$ cat src/rtl/btn_reset_ctrl.sv
// Button-driven LED mode selector and bootloader reset requester for a 48 MHz board.
// Define BTN_CTRL_SYNC2_EN to put a two-flop synchronizer in front of the debouncer.
module btn_reset_ctrl #(
  parameter int unsigned DEBOUNCE_CYCLES  = 480000,
  parameter int unsigned HOLD_CYCLES      = 96000000,
  parameter int unsigned RST_PULSE_CYCLES = 4800
) (
  input  logic       clk48,
  input  logic       rst,
  input  logic       usr_btn,
  output logic       rgb_led0_r,
  output logic       rgb_led0_g,
  output logic       rgb_led0_b,
  output logic       rst_n,
  output logic [1:0] mode
);

  localparam int unsigned DW = $clog2(DEBOUNCE_CYCLES + 1);
  localparam int unsigned HW = $clog2(HOLD_CYCLES + 1);
  localparam int unsigned PW = $clog2(RST_PULSE_CYCLES + 1);
  localparam logic [DW-1:0] DB_LAST    = DW'(DEBOUNCE_CYCLES - 1);
  localparam logic [HW-1:0] HOLD_LAST  = HW'(HOLD_CYCLES - 1);
  localparam logic [PW-1:0] PULSE_LAST = PW'(RST_PULSE_CYCLES - 1);

  typedef enum logic [1:0] {IDLE, HELD, ARMED, RESET} state_t;

  state_t        state, state_nx;
  logic [1:0]    mode_nx;
  logic [26:0]   blink_cnt;
  logic [DW-1:0] db_cnt;
  logic [HW-1:0] hold_cnt;
  logic [PW-1:0] pulse_cnt;
  logic          btn_sample;
  logic          btn_filt;
  logic          pressed;

`ifdef BTN_CTRL_SYNC2_EN
  logic sync1, sync2;
  always_ff @(posedge clk48 or posedge rst) begin
    if (rst) begin
      sync1 <= 1'b1;
      sync2 <= 1'b1;
    end else begin
      sync1 <= usr_btn;
      sync2 <= sync1;
    end
  end
  assign btn_sample = sync2;
`else
  logic sync1;
  always_ff @(posedge clk48 or posedge rst) begin
    if (rst) sync1 <= 1'b1;
    else     sync1 <= usr_btn;
  end
  assign btn_sample = sync1;
`endif

  always_ff @(posedge clk48 or posedge rst) begin
    if (rst) begin
      blink_cnt <= '0;
      db_cnt    <= '0;
      btn_filt  <= 1'b1;
    end else begin
      blink_cnt <= blink_cnt + 27'd1;
      if (btn_sample != btn_filt) begin
        if (db_cnt == DB_LAST) begin
          btn_filt <= btn_sample;
          db_cnt   <= '0;
        end else begin
          db_cnt <= db_cnt + DW'(1);
        end
      end else begin
        db_cnt <= '0;
      end
    end
  end

  assign pressed = ~btn_filt;

  // Release is tested before the hold threshold so a coincident release is a short press.
  always_comb begin
    state_nx = state;
    mode_nx  = mode;
    case (state)
      IDLE:  if (pressed) state_nx = HELD;
      HELD:  begin
        if (!pressed) begin
          state_nx = IDLE;
          mode_nx  = mode + 2'd1;
        end else if (hold_cnt == HOLD_LAST) begin
          state_nx = ARMED;
        end
      end
      ARMED: if (!pressed) state_nx = RESET;
      RESET: if (pulse_cnt == PULSE_LAST) state_nx = IDLE;
      default: state_nx = IDLE;
    endcase
  end

  function automatic logic [2:0] led_sel(state_t s, logic [1:0] m,
                                         logic b22, logic b24, logic b25);
    if (s == ARMED || s == RESET) return {3{~b22}};
    case (m)
      2'd0:    return {~b24, ~b25, 1'b1};
      2'd1:    return 3'b011;
      2'd2:    return 3'b101;
      default: return 3'b110;
    endcase
  endfunction

  always_ff @(posedge clk48 or posedge rst) begin
    if (rst) begin
      state      <= IDLE;
      mode       <= 2'd0;
      hold_cnt   <= '0;
      pulse_cnt  <= '0;
      rst_n      <= 1'b1;
      rgb_led0_r <= 1'b1;
      rgb_led0_g <= 1'b1;
      rgb_led0_b <= 1'b1;
    end else begin
      state <= state_nx;
      mode  <= mode_nx;
      if (state != HELD)               hold_cnt <= '0;
      else if (hold_cnt != HOLD_LAST)  hold_cnt <= hold_cnt + HW'(1);
      if (state != RESET)              pulse_cnt <= '0;
      else if (pulse_cnt != PULSE_LAST) pulse_cnt <= pulse_cnt + PW'(1);
      rst_n <= (state_nx != RESET);
      {rgb_led0_r, rgb_led0_g, rgb_led0_b} <=
        led_sel(state_nx, mode_nx, blink_cnt[22], blink_cnt[24], blink_cnt[25]);
    end
  end

endmodule

$ cat config.mk
export PLATFORM = sky130hd
export DESIGN_NAME = btn_reset_ctrl
export DESIGN_NICKNAME = d
export VERILOG_FILES = /design/src/rtl/btn_reset_ctrl.sv
export SDC_FILE = /design/constraint.sdc
export NUM_CORES = 1
export LEC_CHECK = 0
export BUFFER_PORTS_ARGS = -buffer_cell sky130_fd_sc_hd__buf_2
export CORE_MARGIN = 2
export CORE_UTILIZATION = 40
export DETAILED_ROUTE_END_ITERATION = 8
export SYNTH_ARGS = -nofsm -noshare
export SYNTH_HDL_FRONTEND = slang
export SYNTH_SLANG_ARGS = --single-unit
$ cat constraint.sdc
create_clock -name clk48 -period 2.5 [get_ports clk48]
set_input_delay 0.125 -clock clk48 [delete_from_list [all_inputs] [get_ports clk48]]
set_output_delay 0.125 -clock clk48 [all_outputs]
set_load 0.02 [all_outputs]
==> results.cfg, run 1 <==
[cells_and_area]
final_cells = 608
syn2layout_area_growth_pct = 12.2
nNetsFinal = 467
antenna_cells = 0
mostFrequentLayoutCells = dfrtp_1, nor2_1, xor2_1, nand2_1, nand3_1
mostFrequentLayoutCell = dfrtp_1
drive_above_1_share_pct = 10.3

[routing]
initialDrtViolationCount = 138
wirelength_um = 8410
via_count = 3241
drc = 0
vias_per_cell = 5.33
wl_per_cell_um = 13.8
drtAntennaViolNets = 0
dr.pass1.iters = 4

[sta]
min_period_over_period_pct = 80.6
slew_violations = 0
fin_crit_ns = 2.02
tightest_slew_ns = 0.864
max_slew_margin_pct = 42.3
setup_viol_count_final = 0
skew_ns = 0.00687
tns_ns = 0
fmax_mhz = 496
rsz0062_at_grt = no
hold_viol = 0
holdWs_ns = 0.458

[worst_setup_path]
rrSetupSlack_ns = 0.48
cp.arrival_ns = 2.25
worst-path-max-fanout = 12
slowest_stage = dfrtp_1
criticalPathCategory = flip-flop to flip-flop
max_stage_delay_ns = 0.47
crit_path_start_kind = flip-flop
crit_path_end_kind = flip-flop
cp_cell_sequence = nand4_4 > nor4_1 > and2_1 > a211oi_1 > a31o_2
crit_required_ns = 2.73

[power_and_ir_drop]
vdd_ir_drop_max_v = 0.000341
power_per_cell_area_nw_per_um2 = 604
power_leakage_nw = 2.21

[synth]
avgSynthCellArea_um2 = 10.2
synth_edf_count = 0
async_flop_share_pct = 100
synth_top_cells_by_area = dfrtp_1, xor2_1, xnor2_1
synth.distinct_cells = 44
synth_area_um2 = 4570
synthFlopType = dfrtp_1
syn_nets = 456
ys.warnings.count = 0
synth_top_cell_by_area = dfrtp_1
synth_top_area_share_pct = 48.7
seq_area_frac_synth_pct = 52.1
netlist_instances = 449
ys_ff_latch = 95

[floorplan]
die-height_um = 111
die_w_um = 111
start_util_pct = 40.6
rows = 39
dieArea_um2 = 12300
io-pin-count = 9
core_um2 = 11300

[clock_tree]
clockRootBuffer = clkbuf_16
cts_num_sinks = 95
clk_pin_slew_ns = 0.07
cts.path.max_buffers = 2
numCtsBuffers = 9
clkLatencyLatePin_ns = 0.34
cts_tree = built
cts.htree.levels = 3
cts_resized = 0
post_cts_buffers = 0

[global_routing]
antenna_found_initial = 0
grt-ovfl-total = 0
grt_pass1_wl_um = 15000
grt_pass1_vias = 3163
grt_use_total_pct = 14.7
grt_max_degree = 39

[run]
drv_cap = 0

[placed_design]
placed_cells = 590
gp_congestion = 0.809
dp_hpwl_um = 5720
buffer_ports.inserted = 8

[worst_hold_path]
min_path_type = input pin to flip-flop

[outcome]
status = complete, no violations
[logic make-up after synthesis]
group	after synthesis	synth area share (%)
AND/OR/NAND/NOR	222	25.9
flip-flops	95	52.1
XOR/XNOR	69	13.2
AO/OA/AOI/OAI	30	4.19
buffers and inverters	22	1.92
multiplexers	7	1.53
adder cells (fa/ha/maj)	4	1.09
[worst max-delay path, delay by kind of cell, from the launching register on]
family             cells  cell delay, ns
DFF                    1            0.47
and+or+nand+nor        3            1.08
AOI/OAI and AO/OA      2            0.36
[layout make-up]
type                            instances  area [um2]
Timing Repair Buffer                   14         103
Clock inverter                          7         104
Tap cell                              143         179
Clock buffer                            9         225
Sequential cell                        95        2380
Inverter                                8        33.8
Multi-Input combinational cell        332        2100
Fill cell                            1041        6140
[state kept, by name, indices dropped and copies added (netlist names), 2 cells and up]
register,flops
pulse_cnt,13
state,2
hold_cnt,27
blink_cnt,26
mode,2
db_cnt,19
[timing repair]
action	4_1_cts	5_1_grt
hold buffers	2	0
setup endpoints to repair	0	0
endpoints found under the hold margin	35	0
[per-stage QoR]
stage          power [W]  setup WS, ns  utilization [%]  instance area [um2]
6_report         0.00310         0.484             45.5                 5130
5_1_grt          0.00322         0.257             45.5                 5130
4_1_cts          0.00314         0.479             45.5                 5130
3_5_place_dp     0.00163         0.497             42.4                 4780
3_3_place_gp     0.00163         0.520             42.4                 4780
2_1_floorplan    0.00161         0.734                -                 4580
[cell usage after synthesis (6+ instances only)]
library cell	instances
xor2_1	39
o21ai_0	7
and4_1	6
mux2i_1	7
nor3_1	13
nand4_1	20
nand3_1	32
a21oi_1	10
xnor2_1	30
clkbuf_1	10
nand2_1	34
inv_1	8
nor2_1	64
and3_1	14
dfstp_2	6
dfrtp_1	89
[path summary, 6_finish.rpt]
kind	from	endpoint	cells past startpoint
max	hold_cnt[3]$_DFFE_PP0P_	state[0]$_DFF_PP0_	5
min	usr_btn	btn_sample$_DFF_PP1_	2
max reg2reg	hold_cnt[3]$_DFFE_PP0P_	state[0]$_DFF_PP0_	5
min reg2reg	blink_cnt[5]$_DFF_PP0_	blink_cnt[5]$_DFF_PP0_	1
max in group asynchronous	rst	rst_n$_DFF_PP1_	4
min in group asynchronous	rst	mode[0]$_DFF_PP0_	3
[per-layer routing]
| layer | GRT usage [%] | routed length (um) | vias to the layer above |
|---|---|---|---|
| li1 | - | - | 1591 |
| met4 | 4.50 | 60 | 0 |
| met5 | 0 | 0 | - |
| met2 | 22.0 | 3790 | 40 |
| met3 | 3.61 | 235 | 6 |
| met1 | 21.3 | 4320 | 1604 |
[power breakdown]
group          switching, W  total [W]  internal [W]
sequential       0.00000383    0.00155       0.00154
combinational     0.0000397  0.0000533     0.0000136
clock              0.000611    0.00150      0.000889
(Power assumes the default switching activity.)
==> inputs of run 2 (changes only) <==
==> constraint.sdc (replaced) <==
create_clock -name clk48 -period 1.64 [get_ports clk48]
set_input_delay 0.082 -clock clk48 [delete_from_list [all_inputs] [get_ports clk48]]
set_output_delay 0.082 -clock clk48 [all_outputs]
set_load 0.02 [all_outputs]
==> run 2 against run 1 <==
  * Setup slack got worse by 0.63 ns
  * Sequential power increased by 52%
  * Register-to-register slack got worse by 0.63 ns
  * Non-clock buffer count increased by 81
  * Core utilization increased by 8.0 points
  * Worst hold slack got worse by 0.072 ns
  * The flow now finishes with violations (setup timing)
  * Cell area increased by 18%
  * Flip-flop and latch count unchanged
  * Critical path depth decreased by 1
  * First-iteration DRC count decreased by 30%
==> results.cfg, run 2 (synthesized netlist as in run 1, its figures left out) <==
[cells_and_area]
reg.largest.list = hold_cnt (27), blink_cnt (26), db_cnt (19)
top_register = hold_cnt
fillers = 970
mostFrequentLayoutCell = dfrtp_1
stdcell_area_um2 = 6030
syn2layout_area_growth_pct = 31.9
antenna_cells = 0
mostFrequentLayoutCells = dfrtp_1, buf_4, nor2_1, xor2_1, xnor2_1
nNetsFinal = 549
drive_above_1_share_pct = 32.2
largest_reg_flops = 27

[routing]
vias_per_cell = 5.10
via_count = 3520
wirelength_um = 9470
drc = 0
dr.pass1.iters = 4
drtAntennaViolNets = 0
initialDrtViolationCount = 96
wl_per_cell_um = 13.7

[floorplan]
start_util_pct = 40.6
die-height_um = 111
rows = 39
die_w_um = 111
core_um2 = 11300
dieArea_um2 = 12300
io-pin-count = 9

[worst_setup_path]
crit_end = hold_cnt[19]$_DFFE_PP0P_
max_stage_delay_ns = 0.64
r2r_start = hold_cnt[4]$_DFFE_PP0P_
cp.arrival_ns = 2.06
worst-path-max-fanout = 5
criticalPathCategory = flip-flop to flip-flop
crit_path_end_kind = flip-flop
crit_start = hold_cnt[4]$_DFFE_PP0P_
crit_required_ns = 1.92
crit_cells = 4
slowest_stage = or4_4
crit_path_start_kind = flip-flop
worst-path-buf-inv = 0
cp_cell_sequence = nand4_4 > or4_4 > or3_1 > a21oi_2
r2r_cells = 4
reg2reg_to = hold_cnt[19]$_DFFE_PP0P_
path_delay_family = simple AND/OR/NAND/NOR gates
rrSetupSlack_ns = -0.15

[sta]
skew_ns = 0.00726
hold_viol = 0
holdWs_ns = 0.386
fin_crit_ns = 1.79
setup_viol_count_final = 16
setup_slack_ns = -0.146
min_period_over_period_pct = 109
rsz0062_at_grt = yes
tightest_slew_ns = 0.496
slew_violations = 0
fmax_mhz = 560
max_slew_margin_pct = 66.9

[global_routing]
antenna_found_initial = 0
grt_pass1_vias = 3544
grt_use_total_pct = 16.1
grt_max_degree = 96
grt-ovfl-total = 0
grt_pass1_wl_um = 16300

[clock_tree]
cts_tree = built
clkLatencyLatePin_ns = 0.35
clockRootBuffer = clkbuf_16
cts.htree.levels = 3
clk_pin_slew_ns = 0.07
cts.path.max_buffers = 2
numCtsBuffers = 9
cts_num_sinks = 95

[placed_design]
dp_slack_ns = -0.144
buffer_ports.inserted = 8
gp_congestion = 0.817
dp_hpwl_um = 6340
dpl_cell_area_um2 = 5370

[worst_hold_path]
min_path_type = input pin to flip-flop
min_from = usr_btn

[power_and_ir_drop]
power_per_cell_area_nw_per_um2 = 742
power_leakage_nw = 2.74
vdd_ir_drop_max_v = 0.000493

[outcome]
violations = setup timing
status = finished with violations

[run]
drv_cap = 0
-- run 2: cell count changes in the layout (fill, tap and decap cells not counted), sizes merged --
| cell | before | now |
|---|---|---|
| and2 | 2 | 3 |
| buf | 12 | 93 |
| bufinv | 2 | 0 |
| clkbuf | 9 | 10 |
| clkinv | 3 | 2 |
| clkinvlp | 1 | 4 |
| inv | 9 | 8 |
-- run 2: power by group --
group | switching, W | internal [W]
Clock | 0.000939 | 0.00109
Combinational | 0.0000616 | 0.0000285
Sequential | 0.00000555 | 0.00235
Total | 0.00101 | 0.00347
-- run 2: layer usage --
metal	part of all wire [%]	wire length [um]	GRT usage, %	vias to the layer above
li1	-	-	-	1743
met3	2.9	273	3.17	16
met1	47	4470	21.2	1723
met4	2.0	190	6.67	0
met5	0	0	0	-
met2	48	4530	26.1	38
-- run 2: stage by stage --
| stage | util (%) | std cells | total power (W) | setup TNS, ns |
|---|---|---|---|---|
| 2_1_floorplan | - | 449 | 0.00245 | -0.0183 |
| 3_3_place_gp | 47.6 | 661 | 0.00248 | -0.329 |
| 3_5_place_dp | 47.6 | 661 | 0.00249 | -0.826 |
| 4_1_cts | 51.1 | 680 | 0.00452 | -0.770 |
| 5_1_grt | 53.5 | 690 | 0.00465 | -4.54 |
| 6_report | 53.5 | 690 | 0.00447 | -0.911 |
-- run 2: final cells by class --
| class | instances | area, um2 | share of cell area [%] |
|---|---|---|---|
| Multi-Input combinational cell | 333 | 2400 | 39.8 |
| Sequential cell | 95 | 2380 | 39.5 |
| Timing Repair Buffer | 95 | 737 | 12.2 |
| Clock buffer | 10 | 239 | 3.96 |
| Tap cell | 143 | 179 | 2.97 |
| Clock inverter | 6 | 56.3 | 0.934 |
| Inverter | 8 | 33.8 | 0.560 |
-- run 2: worst min path at each step --
stage,end,depth (start not counted)
4_1_cts,btn_sample$_DFF_PP1_,2
2_1_floorplan,btn_sample$_DFF_PP1_,0
5_1_grt,btn_sample$_DFF_PP1_,2
3_5_place_dp,btn_sample$_DFF_PP1_,1
6_report,btn_sample$_DFF_PP1_,2
3_3_place_gp,btn_sample$_DFF_PP1_,1
-- run 2: what timing repair did --
item	in CTS	in global routing
cloned	1	0
setup buffers	0	10
gates resized for setup	13	43
hold buffers	2	0
pin swaps	5	29
setup endpoints to repair	24	58
endpoints found under the hold margin	90	0
==> inputs of run 3 (changes only) <==
==> constraint.sdc (replaced) <==
create_clock -name clk48 -period 1.9 [get_ports clk48]
set_input_delay 0.095 -clock clk48 [delete_from_list [all_inputs] [get_ports clk48]]
set_output_delay 0.095 -clock clk48 [all_outputs]
set_load 0.02 [all_outputs]
==> run 3 against run 2 <==
  * Cell area is 9.4% lower
  * Clock skew is 0.0030 ns lower
  * Critical endpoint is now hold_cnt[9]$_DFFE_PP0P_
  * Critical path depth is 2 higher
  * Worst hold slack worse by 0.012 ns
  * Global-route usage is 0.70 points lower
  * Sequential share of layout area is 4.1 points higher
  * Fmax is 0.18% higher
  * The run now ends clean
  * Setup slack better by 0.26 ns
  * Highest routed layer unchanged
==> results.cfg, run 3 (synthesized netlist as in run 1, its figures left out) <==
[global_routing]
grt_use_total_pct = 15.4
busiest_layer = met2
gr-usage-met2_pct = 23.2
antenna_found_initial = 0
grt-ovfl-total = 0
use_met1_pct = 22.0
grt_pass1_wl_um = 15700
grt_pass1_vias = 3297
grtUsageMet3_pct = 3.66
grt_max_degree = 52

[routing]
drtAntennaViolNets = 0
wirelength_um = 8920
initialDrtViolationCount = 133
via_count = 3387
vias_per_cell = 5.22
dr.pass1.iters = 4
drc = 0
wl_per_cell_um = 13.7

[clock_tree]
numCtsBuffers = 9
cts_num_sinks = 95
clkLatencyLatePin_ns = 0.34
cts_tree = built
cts.path.max_buffers = 2
clk_pin_slew_ns = 0.07
clockRootBuffer = clkbuf_16
cts.htree.levels = 3

[worst_setup_path]
max_stage_delay_ns = 0.52
reg2reg_to = hold_cnt[9]$_DFFE_PP0P_
worst-path-max-fanout = 12
rrSetupSlack_ns = 0.12
cp.arrival_ns = 2.05
crit_required_ns = 2.16
crit_start = hold_cnt[0]$_DFFE_PP0P_
r2r_start = hold_cnt[0]$_DFFE_PP0P_
crit_path_start_kind = flip-flop
r2r_cells = 6
crit_path_end_kind = flip-flop
crit_end = hold_cnt[9]$_DFFE_PP0P_
slowest_stage = or4_1
cp_cell_sequence = ha_1 > nand4_1 > nor4_1 > and2_2 > or4_1 > a21oi_1
criticalPathCategory = flip-flop to flip-flop

[floorplan]
core_um2 = 11300
io-pin-count = 9
die_w_um = 111
start_util_pct = 40.6
die-height_um = 111
dieArea_um2 = 12300
rows = 39

[sta]
max_slew_margin_pct = 59.0
rsz0062_at_grt = yes
fmax_mhz = 561
setup_slack_ns = 0.117
fin_crit_ns = 1.78
setup_viol_count_final = 0
hold_viol = 0
min_period_over_period_pct = 93.9
slew_violations = 0
skew_ns = 0.00428
tightest_slew_ns = 0.613

[cells_and_area]
largest_reg_flops = 27
mostFrequentLayoutCells = dfrtp_1, nor2_1, buf_4, xor2_1, nand2_1
nNetsFinal = 508
top_register = hold_cnt
reg.largest.list = hold_cnt (27), blink_cnt (26), db_cnt (19)
antenna_cells = 0
drive_above_1_share_pct = 18.4
stdcell_area_um2 = 5460
mostFrequentLayoutCell = dfrtp_1
syn2layout_area_growth_pct = 19.5

[power_and_ir_drop]
power_per_cell_area_nw_per_um2 = 741
vdd_ir_drop_max_v = 0.000570
power_leakage_nw = 2.43

[placed_design]
dp_slack_ns = 0.00522
buffer_ports.inserted = 8
gp_congestion = 0.774
dpl_cell_area_um2 = 5030
dp_hpwl_um = 6100

[worst_hold_path]
min_path_type = input pin to asynchronous set/reset pin

[outcome]
status = complete, no violations

[run]
drv_cap = 0
==> run 3: changes by cell type in the layout (fill, tap and decap cells not counted), sizes merged <==
| cell | previous run | this run |
|---|---|---|
| buf | 93 | 53 |
| clkinvlp | 4 | 1 |
| bufinv | 0 | 2 |
| and2 | 3 | 2 |
| clkbuf | 10 | 9 |
| clkinv | 2 | 3 |
| inv | 8 | 9 |
==> run 3: power breakdown <==
group	internal [W]	total, W	switching [W]
Sequential	0.00203	0.00203	0.00000496
Combinational	0.0000170	0.0000684	0.0000514
Clock	0.00116	0.00194	0.000783
Total	0.00321	0.00405	0.000839
==> run 3: worst min path at each step <==
stage                                           to  slack (ns)  depth (start not counted)
after CTS                 pulse_cnt[2]$_DFFE_PP0P_        0.38                          3
after global routing      pulse_cnt[1]$_DFFE_PP0P_        0.41                          3
final                            mode[1]$_DFF_PP0_        0.37                          3
after global placement           mode[1]$_DFF_PP0_        0.19                          2
after detailed placement         mode[1]$_DFF_PP0_        0.20                          2
after floorplan               btn_sample$_DFF_PP1_         0.1                          0
==> run 3: final cells by class <==
cell class              count  area, um2
clock buffers               9        225
clock inverters             7       95.1
fillers                  1047       5810
inverters                   8       33.8
multi-input cells         332       2130
flip-flops and latches     95       2380
well taps                 143        179
repair buffers             55        418
==> run 3: routing by layer <==
layer / vias up / part of all wire (%) / wire length (um)
li1: 1671 / - / -
met1: 1648 / 49 / 4400
met2: 54 / 45 / 4030
met3: 14 / 4.0 / 359
met4: 0 / 1.5 / 138
met5: - / 0 / 0
==> run 3: per-stage QoR <==
stage	std cells	hold slack [ns]	total power [W]	setup TNS (ns)	utilization (%)
after CTS	641	0.379	0.00411	0	47.6
after floorplan	449	0.0995	0.00212	0	-
final	649	0.374	0.00405	0	48.5
after global placement	623	0.188	0.00214	0	44.6
after global routing	649	0.408	0.00422	-0.0203	48.5
after detailed placement	623	0.199	0.00214	0	44.6
==> run 3: critical path: cells and delay by family, from the launching register on <==
family          cells  cell delay [ns]
simple gates        4             0.96
fa+ha+maj           1             0.22
compound gates      1             0.15
flops               1             0.38
==> run 3: timing repair <==
item	in CTS	in global routing
hold endpoints to repair	25	0
hold buffers	2	0
resized for setup	1	9
pin swaps	0	3
buffers inserted	0	8
endpoints found under the setup margin	1	25
